--- src/rtl/fog_demod_integrator.sv ---
`timescale 1ns/1ps
// Square-wave demodulator with integrate-and-dump over M modulation periods.
// Emits one saturated 32-bit result per window with a one-cycle update strobe.
module fog_demod_integrator #(
  parameter int ADC_WIDTH = 14,
  parameter int ACC_WIDTH = 40
) (
  input  logic                        i_clk,
  input  logic                        i_rst_n,
  input  logic                        i_en,
  input  logic                        i_mod_phase,
  input  logic                        i_adc_valid,
  input  logic signed [ADC_WIDTH-1:0] i_adc_data,
  input  logic [7:0]                  i_ignore,
  input  logic [7:0]                  i_period_sel,
  output logic signed [31:0]          o_data,
  output logic                        o_update_strobe,
  output logic                        o_sat
);

  typedef enum logic [1:0] {IDLE, SYNC, RUN} state_t;

  localparam logic signed [ACC_WIDTH-1:0] ACC_MAX = {1'b0, {(ACC_WIDTH-1){1'b1}}};
  localparam logic signed [ACC_WIDTH-1:0] ACC_MIN = {1'b1, {(ACC_WIDTH-1){1'b0}}};

  state_t                      state;
  logic                        phase_q;
  logic signed [ACC_WIDTH-1:0] acc;
  logic                        acc_clamped;
  logic [7:0]                  skip_cnt;
  logic [7:0]                  period_cnt;
  logic [7:0]                  m_sel;

  logic                        rise, ph_edge, start, dump, restart, take, ovf, res_ovf;
  logic [7:0]                  skip_eff, skip_next;
  logic signed [ACC_WIDTH-1:0] acc_base, acc_next;
  logic signed [ACC_WIDTH:0]   samp_x, base_x, sum;
  logic [ACC_WIDTH-32:0]       upper;
  logic [31:0]                 result;
  logic                        clamp_next;

  always_comb begin
    rise     = i_mod_phase & ~phase_q;
    ph_edge  = i_mod_phase ^ phase_q;
    start    = (state == SYNC) & rise;
    dump     = (state == RUN) & rise & (period_cnt == m_sel);
    restart  = start | dump;
    // An edge cycle is the first cycle of the new half: its sample sees the fresh skip count.
    skip_eff = ph_edge ? i_ignore : skip_cnt;
    take     = i_adc_valid & (skip_eff == '0);
    skip_next = (i_adc_valid && skip_eff != '0) ? skip_eff - 8'd1 : skip_eff;

    acc_base = restart ? '0 : acc;
    samp_x   = {{(ACC_WIDTH+1-ADC_WIDTH){i_adc_data[ADC_WIDTH-1]}}, i_adc_data};
    base_x   = {acc_base[ACC_WIDTH-1], acc_base};
    sum      = i_mod_phase ? base_x + samp_x : base_x - samp_x;
    ovf      = sum[ACC_WIDTH] ^ sum[ACC_WIDTH-1];
    if (!ovf)
      acc_next = sum[ACC_WIDTH-1:0];
    else if (sum[ACC_WIDTH])
      acc_next = ACC_MIN;
    else
      acc_next = ACC_MAX;
    if (!take)
      acc_next = acc_base;
    clamp_next = (~restart & acc_clamped) | (take & ovf);

    // Result saturates when bits above 31 are not a pure sign extension.
    upper   = acc[ACC_WIDTH-1:31];
    res_ovf = ~((&upper) | ~(|upper));
    if (!res_ovf)
      result = acc[31:0];
    else if (acc[ACC_WIDTH-1])
      result = 32'h8000_0000;
    else
      result = 32'h7FFF_FFFF;
  end

  always_ff @(posedge i_clk or negedge i_rst_n) begin
    if (!i_rst_n) begin
      state           <= IDLE;
      phase_q         <= 1'b0;
      acc             <= '0;
      acc_clamped     <= 1'b0;
      skip_cnt        <= '0;
      period_cnt      <= '0;
      m_sel           <= '0;
      o_data          <= '0;
      o_update_strobe <= 1'b0;
      o_sat           <= 1'b0;
    end else begin
      phase_q         <= i_mod_phase;
      o_update_strobe <= 1'b0;
      if (!i_en) begin
        state       <= IDLE;
        acc         <= '0;
        acc_clamped <= 1'b0;
        skip_cnt    <= '0;
        period_cnt  <= '0;
      end else begin
        case (state)
          IDLE: state <= SYNC;
          SYNC: begin
            if (rise) begin
              state       <= RUN;
              m_sel       <= i_period_sel;
              period_cnt  <= '0;
              acc         <= acc_next;
              acc_clamped <= clamp_next;
              skip_cnt    <= skip_next;
            end
          end
          RUN: begin
            acc         <= acc_next;
            acc_clamped <= clamp_next;
            skip_cnt    <= skip_next;
            if (dump) begin
              o_data          <= result;
              o_sat           <= res_ovf | acc_clamped;
              o_update_strobe <= 1'b1;
              period_cnt      <= '0;
              m_sel           <= i_period_sel;
            end else if (rise) begin
              period_cnt <= period_cnt + 8'd1;
            end
          end
          default: state <= IDLE;
        endcase
      end
    end
  end

endmodule
--- config.mk ---
export PLATFORM = sky130hd
export DESIGN_NAME = fog_demod_integrator
export DESIGN_NICKNAME = d
export VERILOG_FILES = /design/src/rtl/fog_demod_integrator.sv
export SDC_FILE = /design/constraint.sdc
export NUM_CORES = 1
export LEC_CHECK = 0
export CAP_MARGIN = 20
export CORE_ASPECT_RATIO = 1.1
export CORE_MARGIN = 2
export CORE_UTILIZATION = 47
export DETAILED_ROUTE_END_ITERATION = 10
export GPL_ROUTABILITY_DRIVEN = 0
export GPL_TIMING_DRIVEN = 0
export PLACE_DENSITY = 0.75
export SYNTH_ARGS = -nofsm -noshare
export SYNTH_HDL_FRONTEND = slang
export SYNTH_SLANG_ARGS = --single-unit
--- constraint.sdc ---
create_clock -name i_clk -period 7.01 [get_ports i_clk]
set_input_delay 1.7525 -clock i_clk [delete_from_list [all_inputs] [get_ports i_clk]]
set_output_delay 1.7525 -clock i_clk [all_outputs]
set_load 0.03 [all_outputs]
* After elaboration in Yosys (flattened, before gate mapping)
Index checks and enable logic that the tools add are counted.
Cells by class: add/subtract/negate cells 4, equality and inequality tests 9, multiplexer cells 32, bitwise operators 17, reductions and logical operators 12
Operators with widths (count):
- $mux 40 | 6
- $mux 8 | 10
- $pmux 40 s2 | 1
- $mux 32 | 2
- $pmux 8 s2 | 3
- $add 40x14->41 | 1
- $mux 41 | 1
- $sub 40x14->41 | 1
- $reduce_and 9->1 | 1
- $reduce_or 9->1 | 1
- $add 8x1->8 const B | 1
- $eq 8x8->1 | 1
- $logic_not 8->1 | 1
- $reduce_bool 8->1 | 1
- $sub 8x1->8 const B | 1
- $and 1x1->1 | 7
- $ne 2x2->1 const B | 3
- $pmux 2 s3 | 1
- $reduce_and 3->1 | 2
- $mux 1 | 5
- $mux 2 | 2
- $ne 4x4->1 const B | 1
- $not 1->1 | 4
- $or 1x1->1 | 4
- 11 further kinds | 13
Word-level totals: bits in registers 102, output and inout bits 34, word-level logic and storage cells 84

* Longest topological paths before layout
Gate-level depths: netlist of the first run.
depth after elaboration 14, mapped depth 22

* Least setup slack after synthesis of the first run
No wires, ideal clock.
kind input port to flip-flop, from in i_adc_data[8], to reg acc[10], library setup time 0.121 ns, data arrival time 5.569 ns, path slack 1.320 ns, stages on the path 18, cell sequence or4_4 -> nor4_4 -> nand2_1 -> nand3_1 -> nand2_1 -> ha_1 -> clkbuf_1 -> a21o_1 -> a21o_1 -> a221oi_1 -> o22ai_1 -> nor2_1 -> o211ai_2 -> xnor2_2 -> buf_4 -> o221ai_1 -> a21o_1 -> a22o_1
Between the ends: longest elaborated chain between the ends 8, elaborated cells on any way between the ends 10, those cells by class add/sub (2); mux (7); bitwise (1)
RTL lines:
- start, declared | RTL line 13 | input logic signed [ADC_WIDTH-1:0] i_adc_data,
- $sub 40x14->41 or $add 40x14->41 (tied branches) | RTL line 56 | sum = i_mod_phase ? base_x + samp_x : base_x - samp_x;
- $mux 41 * | RTL line 56
- $mux 40 or $xor 1x1->1 (tied branches) | RTL line 60, 57
- $mux 40 * | RTL line 58 | if (!ovf)
- $mux 40 * | RTL line 64 | if (!take)
- $mux 40 | RTL line 104 | if (rise) begin
- $pmux 40 s2 * | RTL line 101 | case (state)
- $mux 40 * | RTL line 94 | if (!i_en) begin
- end signal, assigned | RTL line 108 | acc <= acc_next;
- end signal, assigned | RTL line 114 | acc <= acc_next;
- end, declared | RTL line 28 | logic signed [ACC_WIDTH-1:0] acc;
Mark *: on every way between the ends. The rest lies on a longest branch, timed or not. The select of a mux whose other input is x is not followed. A chain may end at the register's enable or synchronous reset.

* Worst setup path in the final report of the first run
from in i_mod_phase, to reg acc[30]
Between the ends: longest elaborated chain between the ends 13, elaborated cells on any way between the ends 22, those cells by class add/sub (2); eq/ne (1); mux (9); bitwise (8); reduce/logical (2)
RTL lines:
- start, declared | RTL line 11 | input logic i_mod_phase,
- $and 1x1->1 | RTL line 43 | rise = i_mod_phase & ~phase_q;
- $and 1x1->1 (2 in series) | RTL line 46 | dump = (state == RUN) & rise & (period_cnt == m_sel);
- $or 1x1->1 | RTL line 47 | restart = start | dump;
- $mux 40 | RTL line 53 | acc_base = restart ? '0 : acc;
- $sub 40x14->41 or $add 40x14->41 (tied branches) | RTL line 56
- $mux 41 | RTL line 56
- $mux 40 or $xor 1x1->1 (tied branches) | RTL line 60, 57
- $mux 40 | RTL line 58
- $mux 40 | RTL line 64
- $mux 40 | RTL line 104
- $pmux 40 s2 | RTL line 101
- $mux 40 | RTL line 94
Parallel ways exist; a longest one is shown, timed or not. The select of a mux whose other input is x is not followed.

==> results.tsv, run 1 <==
stage	metric	value	unit
synthesis	Seq cells post-synth	102	
hold_path	Hold Path Class	flip-flop to flip-flop	
floorplan	core area	17000	um2
drt	Avg WL per Cell	18.0	um
cts	clock slew at reported path FFs	0.07	ns
worst_setup_path	r2r setup slk	1.77	ns
worst_setup_path	Startpoint Class	input pin	
floorplan	# IOs	69	
timing	max-slew violation count	0	
grt	met2 GRT Util	43.2	%
grt	largest net degree at the start of global routing	58	
timing	RSZ-0062 raised after global routing	no	
worst_setup_path	critical path class	input pin to flip-flop	
drt	via count	7806	
worst_setup_path	depth of the most critical reg-to-reg path	22	
cts	worst-skew pair later-pin latency	0.36	ns
synthesis	EDFF count, synth	0	
worst_setup_path	R2R Path End	acc[30]	
grt	Global Route Usage Sum	26.1	%
timing	Clock Skews	0.0105	ns
synthesis	largest family of logic cells by synthesized area	compound AO/OA/AOI/OAI gates	
grt	vias in the first global route	7501	
worst_setup_path	Worst EP required	7.26	ns
synthesis	dominant cell type by area after synthesis	dfrtp_1	
synthesis	compound-cell area share of the yosys netlist	26.1	%
cts	Max clock buf depth	2	
drt	vias per cell	5.92	
timing	final hold violations	0	
synthesis	synthesis warning total	0	
worst_setup_path	Reg-to-Reg Start	period_cnt[1]	
timing	worst slew pin tran	0.782	ns
synthesis	xor/xnor share of the synthesized area	7.68	%
grt	M1 GR Usage	33.1	%
synthesis	top_reg_cell synth	dfrtp_1	
hold_path	Hold Crit Depth	1	
finish	Layout Nets	1163	
finish	share of layout cells above drive strength 1	6.46	%
drt	total wire length	23700	um
cts	CTS Buf Count	9	
floorplan	Die Width	129	um
synthesis	Post-Syn Instances	994	
cts	hold buffer count at CTS	0	
floorplan	area of the die	18300	um2
synthesis	Synth Area in Adders	7.68	%
power	peak supply drop	0.000138	V
power	Pleak	4.34	nW
grt	met3 Usage GRT	4.45	%
placement	# port buffers	68	
timing	setup TNS	0	ns
hold_path	Hold Path Origin	skip_cnt[2]	
finish	ANT cells	0	
drt	first-pass iteration count of the detailed router	5	
timing	Final Cycle Share	96.4	%
synthesis	Cell Area, Synth	8090	um2
status	status	complete, no violations	
timing	relative slew slack	47.9	%
hold_path	Hold Crit Endpoint	skip_cnt[2]	
synthesis	Synth top area share	31.6	%
floorplan	Initial Utilization	47.7	%
grt	first-pass GRT wire length	37700	um
run	max-cap violation count	0	
worst_setup_path	Crit path arrival time	7.01	ns
grt	busiest layer in global routing	met2	
synthesis	Synth area leaders	dfrtp_1 32%, ha_1 7.4%, a21oi_1 7.4%	
cts	root buf cell	clkbuf_16	
drt	antenna viol nets, final	0	
timing	crit path time final	6.76	ns
grt	total gr overflow	0	
floorplan	num rows	50	
worst_setup_path	maximum fanout along the worst path	10	
timing	final setup vio count	0	
timing	fmax	148	MHz
cts	clock sinks	102	
power	total power	1.56	mW
cts	TritonCTS clock tree	yes	
placement	HPWL after DPL	18000	um
worst_setup_path	Crit. End Element	flip-flop	
finish	area added between synthesis and finish	17.2	%
power	Power Density	165	nW/um2
synthesis	post-synthesis simple-gate area fraction	20.0	%
synthesis	Post-synth top cells	119 x a21oi_1, 104 x nand2_1, 102 x dfrtp_1	
synthesis	sequential share of the synthesized area	31.6	%
synthesis	post-synthesis mux area share	2.37	%
grt	antenna violations before repair	0	
drt	Iter 0 DRT Violations	734	
drt	DR DRC count	0	
synthesis	Syn Area/Cell	8.13	um2
synthesis	syn nets	1078	
floorplan	Die Height	142	um
synthesis	post-synth cell types	71	
cts	H-tree levels	3	
synthesis	fraction of registers with async set/reset	100	%
synthesis	count leader, synth	a21oi_1	
## cell type report
cell class / count / area (um2)
Clock inverter: 5 / 66.3
Fill cell: 1544 / 7480
Sequential cell: 102 / 2550
Multi-Input combinational cell: 801 / 5190
Buffer: 65 / 285
Clock buffer: 11 / 253
Inverter: 26 / 97.6
Tap cell: 234 / 293
Timing Repair Buffer: 74 / 741
## state kept, by name (all words and copies together), names as in the netlist
| signal | count |
|---|---|
| skip_cnt | 8 |
| period_cnt | 8 |
| m_sel | 8 |
| acc | 40 |
| state | 2 |
| o_sat | 1 |
| o_update_strobe | 1 |
| o_data | 32 |
| phase_q | 1 |
| acc_clamped | 1 |
## worst max path at each step
| stage | to | depth (start not counted) | startpoint |
|---|---|---|---|
| 3_3_place_gp | acc[3] | 22 | i_mod_phase |
| 3_5_place_dp | acc[11] | 22 | i_mod_phase |
| 2_1_floorplan | acc[10] | 18 | i_adc_data[8] |
| 4_1_cts | acc[11] | 22 | i_mod_phase |
| 5_1_grt | acc[30] | 23 | i_mod_phase |
| 6_report | acc[30] | 23 | i_mod_phase |
## worst max-delay path, cell delays in order
cell and delay (ns):
clkdlybuf4s50_1 0.53, ha_1 0.30, nand3_1 0.11, nor3_1 0.30
nor2_1 0.19, clkbuf_2 0.26, clkbuf_2 0.23, and2_1 0.21
ha_1 0.26, buf_2 0.17, a21oi_1 0.25, o211ai_1 0.14
a41oi_1 0.29, o311ai_1 0.26, a31o_1 0.28, a21oi_2 0.23
xor2_4 0.28, clkbuf_4 0.30, a211oi_4 0.08, buf_4 0.18
buf_6 0.15, o2bb2ai_1 0.17, nand2_1 0.07
## stage by stage
| step | hold WS [ns] | area, um2 | worst slack, ns | std cells | util (%) |
|---|---|---|---|---|---|
| CTS | 0.485 | 9410 | 0.0437 | 1314 | 55.5 |
| global route | 0.506 | 9470 | 0.0317 | 1318 | 55.9 |
| floorplan | 0.449 | 8090 | 1.32 | 994 | - |
| finish | 0.483 | 9470 | 0.250 | 1318 | 55.9 |
| detailed placement | 0.470 | 9090 | -0.296 | 1298 | 53.6 |
| global placement | 0.463 | 9060 | -0.267 | 1296 | 53.4 |
## report_power, final
| group | internal, mW | leakage [nW] | switching (mW) | total [mW] |
|---|---|---|---|---|
| Clock | 0.300 | 0.154 | 0.235 | 0.535 |
| Combinational | 0.148 | 2.79 | 0.237 | 0.385 |
| Sequential | 0.619 | 1.39 | 0.0223 | 0.641 |
## logic make-up after synthesis
group,count (synthesis)
xor gates and xnor gates,67
muxes,18
buffers and inverters,91
AOI/OAI and AO/OA,329
adders and majority gates,49
and+or+nand+nor,338
DFF,102
## routing by layer
metal / wire, um / share of wire [%] / vias to the layer above
met5: 46 / 0.19 / -
met4: 1030 / 4.3 / 2
met3: 1300 / 5.5 / 71
met2: 11400 / 48 / 318
met1: 9970 / 42 / 3680
li1: - / - / 3735
## layout by cell type (no fill, tap or decap), drive strengths merged, types with 9 or more instances in the layout
| cell | count |
|---|---|
| mux2i | 9 |
| inv | 27 |
| nand3 | 37 |
| a21o | 35 |
| nand2 | 106 |
| dfrtp | 102 |
| xor2 | 30 |
| o21ai | 64 |
| o211ai | 30 |
| xnor2 | 37 |
| clkbuf | 62 |
| a22o | 17 |
| nand4 | 14 |
| nor3 | 19 |
| buf | 21 |
| a21oi | 120 |
| mux2 | 9 |
| a211oi | 11 |
| and2 | 42 |
| clkdlybuf4s50 | 67 |
| nor2 | 86 |
| and3 | 9 |
| ha | 48 |
## timing repair
action	4_1_cts	5_1_grt
resized for setup	0	12
setup endpoints to repair	0	39
buffers inserted	0	4
Power figures use the tool's default switching activity.
==> run 2, diff against run 1 <==
Settings changed: TNS_END_PERCENT set to 100.
==> results of run 2 <==
Final layout, timing and power as in run 1 (identical DEF).
==> run 3, diff against run 2 <==
Settings changed: ABC_CLOCK_PERIOD_IN_PS set to 7010.
==> results of run 3 <==
Final layout, timing and power as in run 1 (identical DEF).
